<file path="src/rtl/spi_bus_arbiter_if.sv">
// Bus bundle between the SPI arbiter, its clients and the shared spi_master.
// The slave modport is the arbiter's view; master is the environment's.
interface spi_bus_arbiter_if #(
    parameter int NUM_REQ    = 4,
    parameter int DATA_WIDTH = 8,
    parameter int LEN_WIDTH  = 4
);
    logic [NUM_REQ-1:0]            req;
    logic [NUM_REQ*LEN_WIDTH-1:0]  req_len;
    logic [NUM_REQ*19-1:0]         req_cfg;
    logic [NUM_REQ-1:0]            tx_valid;
    logic [NUM_REQ*DATA_WIDTH-1:0] tx_data;
    logic [NUM_REQ-1:0]            tx_ready;
    logic [NUM_REQ-1:0]            rx_valid;
    logic [DATA_WIDTH-1:0]         rx_data;
    logic [NUM_REQ-1:0]            gnt;
    logic                          busy;
    logic                          m_wr_en;
    logic [DATA_WIDTH-1:0]         m_wr_data;
    logic                          m_full;
    logic                          m_done;
    logic [DATA_WIDTH-1:0]         m_rd_data;
    logic [15:0]                   m_clk_div;
    logic                          m_cpol;
    logic                          m_cpha;
    logic                          m_lsb_first;

    modport slave (
        input  req, req_len, req_cfg, tx_valid, tx_data,
        input  m_full, m_done, m_rd_data,
        output tx_ready, rx_valid, rx_data, gnt, busy,
        output m_wr_en, m_wr_data,
        output m_clk_div, m_cpol, m_cpha, m_lsb_first
    );

    modport master (
        output req, req_len, req_cfg, tx_valid, tx_data,
        output m_full, m_done, m_rd_data,
        input  tx_ready, rx_valid, rx_data, gnt, busy,
        input  m_wr_en, m_wr_data,
        input  m_clk_div, m_cpol, m_cpha, m_lsb_first
    );
endinterface

</file>
<file path="src/rtl/spi_bus_arbiter.sv">
// Round-robin arbiter sharing one spi_master among NUM_REQ clients.
// A grant covers a whole burst: config, TX forwarding and RX routing.
module spi_bus_arbiter #(
    parameter int NUM_REQ    = 4,
    parameter int DATA_WIDTH = 8,
    parameter int LEN_WIDTH  = 4
) (
    input  logic             clk,
    input  logic             rst,
    spi_bus_arbiter_if.slave bus
);
    localparam int IW = (NUM_REQ > 1) ? $clog2(NUM_REQ) : 1;
    localparam int CW = 19;
    localparam logic [LEN_WIDTH-1:0] LEN_ONE = {{(LEN_WIDTH-1){1'b0}}, 1'b1};
    localparam logic [IW-1:0] OWN_ONE = {{(IW-1){1'b0}}, 1'b1};
    localparam logic [IW-1:0] OWN_LAST = IW'(NUM_REQ - 1);
    localparam logic [CW-1:0] CFG_RST = {16'd2, 3'b000};

    typedef enum logic [2:0] {
        IDLE,
        GRANT,
        PUSH,
        DRAIN,
        RELEASE
    } state_t;

    state_t                  state;
    logic [IW-1:0]           owner;
    logic [IW-1:0]           rr_ptr;
    logic [LEN_WIDTH-1:0]    len_q;
    logic [LEN_WIDTH-1:0]    pushed;
    logic [LEN_WIDTH-1:0]    rcvd;
    logic [CW-1:0]           cfg_q;
    logic [NUM_REQ-1:0]      rx_valid_q;
    logic [DATA_WIDTH-1:0]   rx_data_q;

    logic [NUM_REQ-1:0]      eligible;
    logic                    pick_found;
    logic [IW-1:0]           pick_idx;
    logic [LEN_WIDTH-1:0]    pick_len;
    logic [CW-1:0]           pick_cfg;
    logic [NUM_REQ-1:0]      owner_oh;
    logic                    own_valid;
    logic [DATA_WIDTH-1:0]   own_data;
    logic                    can_push;
    logic                    accept;
    logic                    owning;
    logic                    rx_window;

    // Eligibility: a level request with a non-zero burst length.
    always_comb begin
        eligible = '0;
        for (int i = 0; i < NUM_REQ; i++) begin
            eligible[i] = bus.req[i] &&
                (bus.req_len[i*LEN_WIDTH +: LEN_WIDTH] != '0);
        end
    end

    // Round-robin pick: first eligible index at or above rr_ptr, else wrap.
    always_comb begin
        pick_found = 1'b0;
        pick_idx   = '0;
        pick_len   = '0;
        pick_cfg   = '0;
        for (int i = 0; i < NUM_REQ; i++) begin
            if (!pick_found && eligible[i] && (IW'(i) >= rr_ptr)) begin
                pick_found = 1'b1;
                pick_idx   = IW'(i);
                pick_len   = bus.req_len[i*LEN_WIDTH +: LEN_WIDTH];
                pick_cfg   = bus.req_cfg[i*CW +: CW];
            end
        end
        for (int i = 0; i < NUM_REQ; i++) begin
            if (!pick_found && eligible[i]) begin
                pick_found = 1'b1;
                pick_idx   = IW'(i);
                pick_len   = bus.req_len[i*LEN_WIDTH +: LEN_WIDTH];
                pick_cfg   = bus.req_cfg[i*CW +: CW];
            end
        end
    end

    // Select the owner's TX lane and build its one-hot mask.
    always_comb begin
        owner_oh  = '0;
        own_valid = 1'b0;
        own_data  = '0;
        for (int i = 0; i < NUM_REQ; i++) begin
            if (owner == IW'(i)) begin
                owner_oh[i] = 1'b1;
                own_valid   = bus.tx_valid[i];
                own_data    = bus.tx_data[i*DATA_WIDTH +: DATA_WIDTH];
            end
        end
    end

    // TX path is combinational so m_full back-pressures in the same cycle.
    always_comb begin
        owning    = (state == GRANT) || (state == PUSH) ||
                    (state == DRAIN);
        rx_window = (state == PUSH) || (state == DRAIN);
        can_push  = (state == PUSH) && !bus.m_full && (pushed < len_q);
        accept    = can_push && own_valid;
    end

    assign bus.tx_ready    = can_push ? owner_oh : '0;
    assign bus.m_wr_en     = accept;
    assign bus.m_wr_data   = (state == PUSH) ? own_data : '0;
    assign bus.gnt         = owning ? owner_oh : '0;
    assign bus.busy        = (state != IDLE);
    assign bus.rx_valid    = rx_valid_q;
    assign bus.rx_data     = rx_data_q;
    assign bus.m_clk_div   = cfg_q[18:3];
    assign bus.m_cpol      = cfg_q[2];
    assign bus.m_cpha      = cfg_q[1];
    assign bus.m_lsb_first = cfg_q[0];

    // Burst sequencer: owner/len/cfg latch, byte counters, RX routing.
    always_ff @(posedge clk or posedge rst) begin
        if (rst) begin
            state      <= IDLE;
            owner      <= '0;
            rr_ptr     <= '0;
            len_q      <= '0;
            pushed     <= '0;
            rcvd       <= '0;
            cfg_q      <= CFG_RST;
            rx_valid_q <= '0;
            rx_data_q  <= '0;
        end else begin
            rx_valid_q <= '0;
            if (rx_window && bus.m_done) begin
                rx_valid_q <= owner_oh;
                rx_data_q  <= bus.m_rd_data;
                rcvd       <= rcvd + LEN_ONE;
            end
            unique case (state)
                IDLE: begin
                    if (pick_found) begin
                        owner <= pick_idx;
                        len_q <= pick_len;
                        cfg_q <= pick_cfg;
                        state <= GRANT;
                    end
                end
                GRANT: begin
                    pushed <= '0;
                    rcvd   <= '0;
                    state  <= PUSH;
                end
                PUSH: begin
                    if (accept) begin
                        pushed <= pushed + LEN_ONE;
                        if (pushed + LEN_ONE == len_q) begin
                            state <= DRAIN;
                        end
                    end
                end
                DRAIN: begin
                    if (rcvd == len_q) begin
                        state <= RELEASE;
                    end
                end
                RELEASE: begin
                    rr_ptr <= (owner == OWN_LAST) ? '0 : owner + OWN_ONE;
                    state  <= IDLE;
                end
                default: begin
                    state <= IDLE;
                end
            endcase
        end
    end
endmodule
</file>
<file path="src/flat_wrapper.sv">
// flat-port wrapper written by rule: the top's interface ports become plain ports
module spi_bus_arbiter_flat 
#(
    parameter int NUM_REQ    = 4,
    parameter int DATA_WIDTH = 8,
    parameter int LEN_WIDTH  = 4
)
  (clk, rst, bus_req, bus_req_len, bus_req_cfg, bus_tx_valid, bus_tx_data, bus_m_full, bus_m_done, bus_m_rd_data, bus_tx_ready, bus_rx_valid, bus_rx_data, bus_gnt, bus_busy, bus_m_wr_en, bus_m_wr_data, bus_m_clk_div, bus_m_cpol, bus_m_cpha, bus_m_lsb_first);
  spi_bus_arbiter_if #(.NUM_REQ(NUM_REQ), .DATA_WIDTH(DATA_WIDTH), .LEN_WIDTH(LEN_WIDTH)) bus_i ();
  input  logic clk;
  input  logic rst;
  input wire logic [$bits(bus_i.req)-1:0] bus_req;
  input wire logic [$bits(bus_i.req_len)-1:0] bus_req_len;
  input wire logic [$bits(bus_i.req_cfg)-1:0] bus_req_cfg;
  input wire logic [$bits(bus_i.tx_valid)-1:0] bus_tx_valid;
  input wire logic [$bits(bus_i.tx_data)-1:0] bus_tx_data;
  input wire logic [$bits(bus_i.m_full)-1:0] bus_m_full;
  input wire logic [$bits(bus_i.m_done)-1:0] bus_m_done;
  input wire logic [$bits(bus_i.m_rd_data)-1:0] bus_m_rd_data;
  output wire logic [$bits(bus_i.tx_ready)-1:0] bus_tx_ready;
  output wire logic [$bits(bus_i.rx_valid)-1:0] bus_rx_valid;
  output wire logic [$bits(bus_i.rx_data)-1:0] bus_rx_data;
  output wire logic [$bits(bus_i.gnt)-1:0] bus_gnt;
  output wire logic [$bits(bus_i.busy)-1:0] bus_busy;
  output wire logic [$bits(bus_i.m_wr_en)-1:0] bus_m_wr_en;
  output wire logic [$bits(bus_i.m_wr_data)-1:0] bus_m_wr_data;
  output wire logic [$bits(bus_i.m_clk_div)-1:0] bus_m_clk_div;
  output wire logic [$bits(bus_i.m_cpol)-1:0] bus_m_cpol;
  output wire logic [$bits(bus_i.m_cpha)-1:0] bus_m_cpha;
  output wire logic [$bits(bus_i.m_lsb_first)-1:0] bus_m_lsb_first;
  assign bus_i.req = bus_req;
  assign bus_i.req_len = bus_req_len;
  assign bus_i.req_cfg = bus_req_cfg;
  assign bus_i.tx_valid = bus_tx_valid;
  assign bus_i.tx_data = bus_tx_data;
  assign bus_i.m_full = bus_m_full;
  assign bus_i.m_done = bus_m_done;
  assign bus_i.m_rd_data = bus_m_rd_data;
  assign bus_tx_ready = bus_i.tx_ready;
  assign bus_rx_valid = bus_i.rx_valid;
  assign bus_rx_data = bus_i.rx_data;
  assign bus_gnt = bus_i.gnt;
  assign bus_busy = bus_i.busy;
  assign bus_m_wr_en = bus_i.m_wr_en;
  assign bus_m_wr_data = bus_i.m_wr_data;
  assign bus_m_clk_div = bus_i.m_clk_div;
  assign bus_m_cpol = bus_i.m_cpol;
  assign bus_m_cpha = bus_i.m_cpha;
  assign bus_m_lsb_first = bus_i.m_lsb_first;
  spi_bus_arbiter #(.NUM_REQ(NUM_REQ), .DATA_WIDTH(DATA_WIDTH), .LEN_WIDTH(LEN_WIDTH)) u_core (.clk(clk), .rst(rst), .bus(bus_i));
endmodule
</file>
<file path="config.mk">
export PLATFORM = sky130hd
export DESIGN_NAME = spi_bus_arbiter_flat
export DESIGN_NICKNAME = d
export VERILOG_FILES = /design/src/rtl/spi_bus_arbiter_if.sv /design/src/rtl/spi_bus_arbiter.sv /design/src/flat_wrapper.sv
export SDC_FILE = /design/constraint.sdc
export NUM_CORES = 1
export LEC_CHECK = 0
export BUFFER_PORTS_ARGS = -buffer_cell sky130_fd_sc_hd__buf_2
export CAP_MARGIN = 20
export CELL_PAD_IN_SITES_DETAIL_PLACEMENT = 1
export CELL_PAD_IN_SITES_GLOBAL_PLACEMENT = 1
export CORE_MARGIN = 1.5
export CORE_UTILIZATION = 33
export DETAILED_ROUTE_END_ITERATION = 10
export GPL_TIMING_DRIVEN = 0
export HOLD_SLACK_MARGIN = 0.08
export PLACE_DENSITY_LB_ADDON = 0.1
export SYNTH_ARGS = -nofsm -noshare
export SYNTH_HDL_FRONTEND = slang
export SYNTH_SLANG_ARGS = --single-unit
</file>
<file path="constraint.sdc">
create_clock -name clk -period 2.9 [get_ports clk]
set_clock_uncertainty 0.2 [all_clocks]
set_input_delay 0.58 -clock clk [delete_from_list [all_inputs] [get_ports clk]]
set_output_delay 0.58 -clock clk [all_outputs]
set_load 0.005 [all_outputs]
</file>
==> results.cfg <==
[status]
status = finished, final reports clean

[pwr]
netSwitchingFraction_pct = 43.73
totalPowerFinal_uw = 4369
internal_power_uw = 2459
ir_drop_uv = 303.7
power_frac_seq_pct = 28.1
p_comb_share_pct = 57.5
p_leak_uw = 0.002604
p_switching_uw = 1911
pwr-share-clk_pct = 14.5
powerDensity_mw_per_mm2 = 798.7

[min_path]
hp-class = in -> async

[global_routing]
track_usage_pct = 26.54
first_global_vias = 5031
grt.overflow.total = 0
antenna_found_initial = 0
grt_first_pass_wirelength_um = 26510
grt_max_degree = 31

[clock_tree]
htreeDepth = 2
root_buffer = clkbuf_16
cts.clk_slew.worst_paths_ns = 0.08
clock_latency_ns = 0.30
cts_buffer_depth = 2
cts_tree = built
cts_inserted_buffers = 5
clock_sinks = 50

[flow_run]
cap_violations = 0

[worst_setup_path]
crit_required_ns = 2.12
critPathMaxFanout = 8
crit_path_end_kind = output port
cp-start-kind = register
crit_type = reg -> out
crit_arrival_ns = 2.01

[synthesis]
synth_edf_count = 0
syn_area_per_cell_um2 = 8.374
synth_fp_nets = 620
netlist_area_mm2 = 0.003902
yosysSeqAreaShare_pct = 32.09
yosysUniqueCellTypes = 55
synthCells = 466
synth-seq-cells = 50
ys_warn_count = 0
synthFlopType = dfrtp_1
async_flop_share_pct = 100.0

[timing]
rsz0062_at_grt = false
worstMarginPinSlew_ns = 0.6733
slew_viol_final = 0
layout_min_cycle_time_ns = 2.794
finalSetupViolCount = 0
fmax_mhz = 357.9
timing.final.ws_setup_ns = 0.1059
slew_headroom_pct = 54.70
finalCritPeriodShare_pct = 96.35
finalHoldViolations = 0

[die]
ioPinCount = 193
fp.dieArea_mm2 = 0.01249
dieWidth_um = 111.7
design.core.area_mm2 = 0.01147
initial_utilization_pct = 34.03
core.rowCount = 39
fp.dieH_um = 111.7

[placed_design]
gp_congestion = 0.9261
portBuffers = 192
dp_slack_ns = -0.4406
hpwl_um = 12370

[detailed_routing]
drt_iter0_markers = 332
ant_nets = 0
wire_per_inst_um = 20.10
routed_wl_um = 16560
drt_first_pass_iters = 5
drc = 0
vias = 4728
vias_per_cell = 5.738

[finish]
layout-drive-gt1-share_pct = 38.62
diodes = 0
area_delta_synth_final_pct = 40.17
nets = 834
fillers = 1486
-- final timing paths --
check | startpoint | endpoint | slack [ns] | cells past startpoint
worst max-delay path | u_core.owner[0] | bus_m_wr_en | 0.11 | 9
worst min-delay path | rst | u_core.cfg_q[15] | 0.1 | 2
worst max register to register | u_core.state[0] | u_core.len_q[1] | 0.20 | 7
worst min register to register | u_core.bus.rx_data[6] | u_core.bus.rx_data[6] | 0.28 | 2
max in group asynchronous | rst | u_core.cfg_q[4] | 1.80 | 3
min in group clk | bus_m_rd_data[6] | u_core.bus.rx_data[6] | 0.27 | 3
-- sequential cells by signal (all words and copies together), names as in the netlist --
register and count:
u_core.rcvd 4, u_core.bus.rx_valid 4, u_core.len_q 4, u_core.bus.rx_data 8, u_core.cfg_q 19, u_core.owner 2, u_core.pushed 4, u_core.rr_ptr 2
u_core.state 3
-- kinds of logic after synthesis --
family / synth area share [%]
buffers and inverters: 4.969
AO/OA/AOI/OAI: 38.67
multiplexers: 1.122
XOR/XNOR: 2.693
AND/OR/NAND/NOR: 17.25
adder cells (fa/ha/maj): 3.206
flip-flops: 32.09
-- metal layers --
metal | track usage (%) | part of all wire (%)
met1 | 31.70 | 41
met2 | 47.52 | 51
met3 | 5.389 | 5.8
met4 | 8.692 | 1.9
met5 | 0 | 0
-- Yosys cell counts (11+ instances only) --
| cell | n | share of area (%) |
|---|---|---|
| clkbuf_1 | 22 | 2.1 |
| a211oi_1 | 11 | 2.1 |
| nor2b_1 | 11 | 1.8 |
| a22oi_1 | 25 | 4.8 |
| o22ai_1 | 11 | 1.8 |
| nor2_1 | 28 | 2.7 |
| and2_1 | 11 | 1.8 |
| dfrtp_1 | 49 | 31 |
| nand2_1 | 46 | 4.4 |
| inv_1 | 12 | 1.2 |
| a21oi_1 | 32 | 4.1 |
| o21ai_0 | 50 | 6.4 |
| a221oi_1 | 18 | 4.0 |
-- power by group through the flow --
stage | sequential (uW) | clock [uW] | combinational [uW]
3_5_place_dp | 1230 | 0 | 2290
6_report | 1230 | 632 | 2510
5_1_grt | 1270 | 675 | 2810
3_3_place_gp | 1210 | 0 | 2190
4_1_cts | 1230 | 652 | 2430
2_1_floorplan | 1200 | 0 | 1400
-- layout by cell type (no fill, tap or decap), types with 4 or more instances in the layout --
cell type	n
and3_1	9
nand3_1	7
a221oi_2	5
ha_1	7
a21oi_1	32
o211ai_1	10
xor2_1	8
or3_1	5
dfrtp_1	48
inv_2	4
o41ai_4	4
buf_4	17
nor3_1	7
inv_1	8
nor2b_1	9
xnor2_1	4
o221ai_1	6
a22o_1	10
a21boi_0	9
clkbuf_16	5
buf_2	196
o21ai_1	5
o22ai_1	11
nor2_1	28
o21ai_0	49
and2_1	11
clkbuf_2	4
clkbuf_1	15
a221oi_1	13
nand2_1	46
a22oi_1	25
a211oi_1	11
-- final cells by class --
type                            instances  area [um2]  share of cell area (%)
Clock inverter                          3       26.28                  0.4803
Sequential cell                        50        1254                   22.92
Clock buffer                            5       125.1                   2.287
Timing Repair Buffer                  207        1105                   20.20
Multi-Input combinational cell        372        2565                   46.89
Buffer                                 32       171.4                   3.134
Tap cell                              143       178.9                   3.271
Inverter                               12       45.04                  0.8234
-- per-stage QoR --
step                      util (%)  instances  setup TNS (ns)  hold slack [ns]  instance area [um2]
final                        47.70        824               0          0.09883                 5470
after detailed placement     44.15        802          -8.811           0.2661                 5062
after floorplan                  -        466               0           0.2697                 3902
after global placement       43.97        801          -7.304           0.2518                 5042
after global routing         47.70        824               0           0.1316                 5470
after CTS                    46.87        818               0           0.1174                 5375
-- critical path, cell delays in order (launching register included) --
cell      delay, ns
dfrtp_2        0.45
inv_2          0.09
ha_4           0.17
nor2b_4        0.14
clkbuf_8       0.17
a221oi_2       0.07
o31ai_2        0.25
nand3_1        0.17
inv_2          0.09
buf_6          0.09
-- repair_timing --
item / CTS / global route
buffers inserted: 8 / 6
resized for setup: 24 / 20
setup endpoints to repair: 32 / 31
pin swaps: 5 / 3
hold buffers: 0 / 0
(Power assumes the default switching activity.)
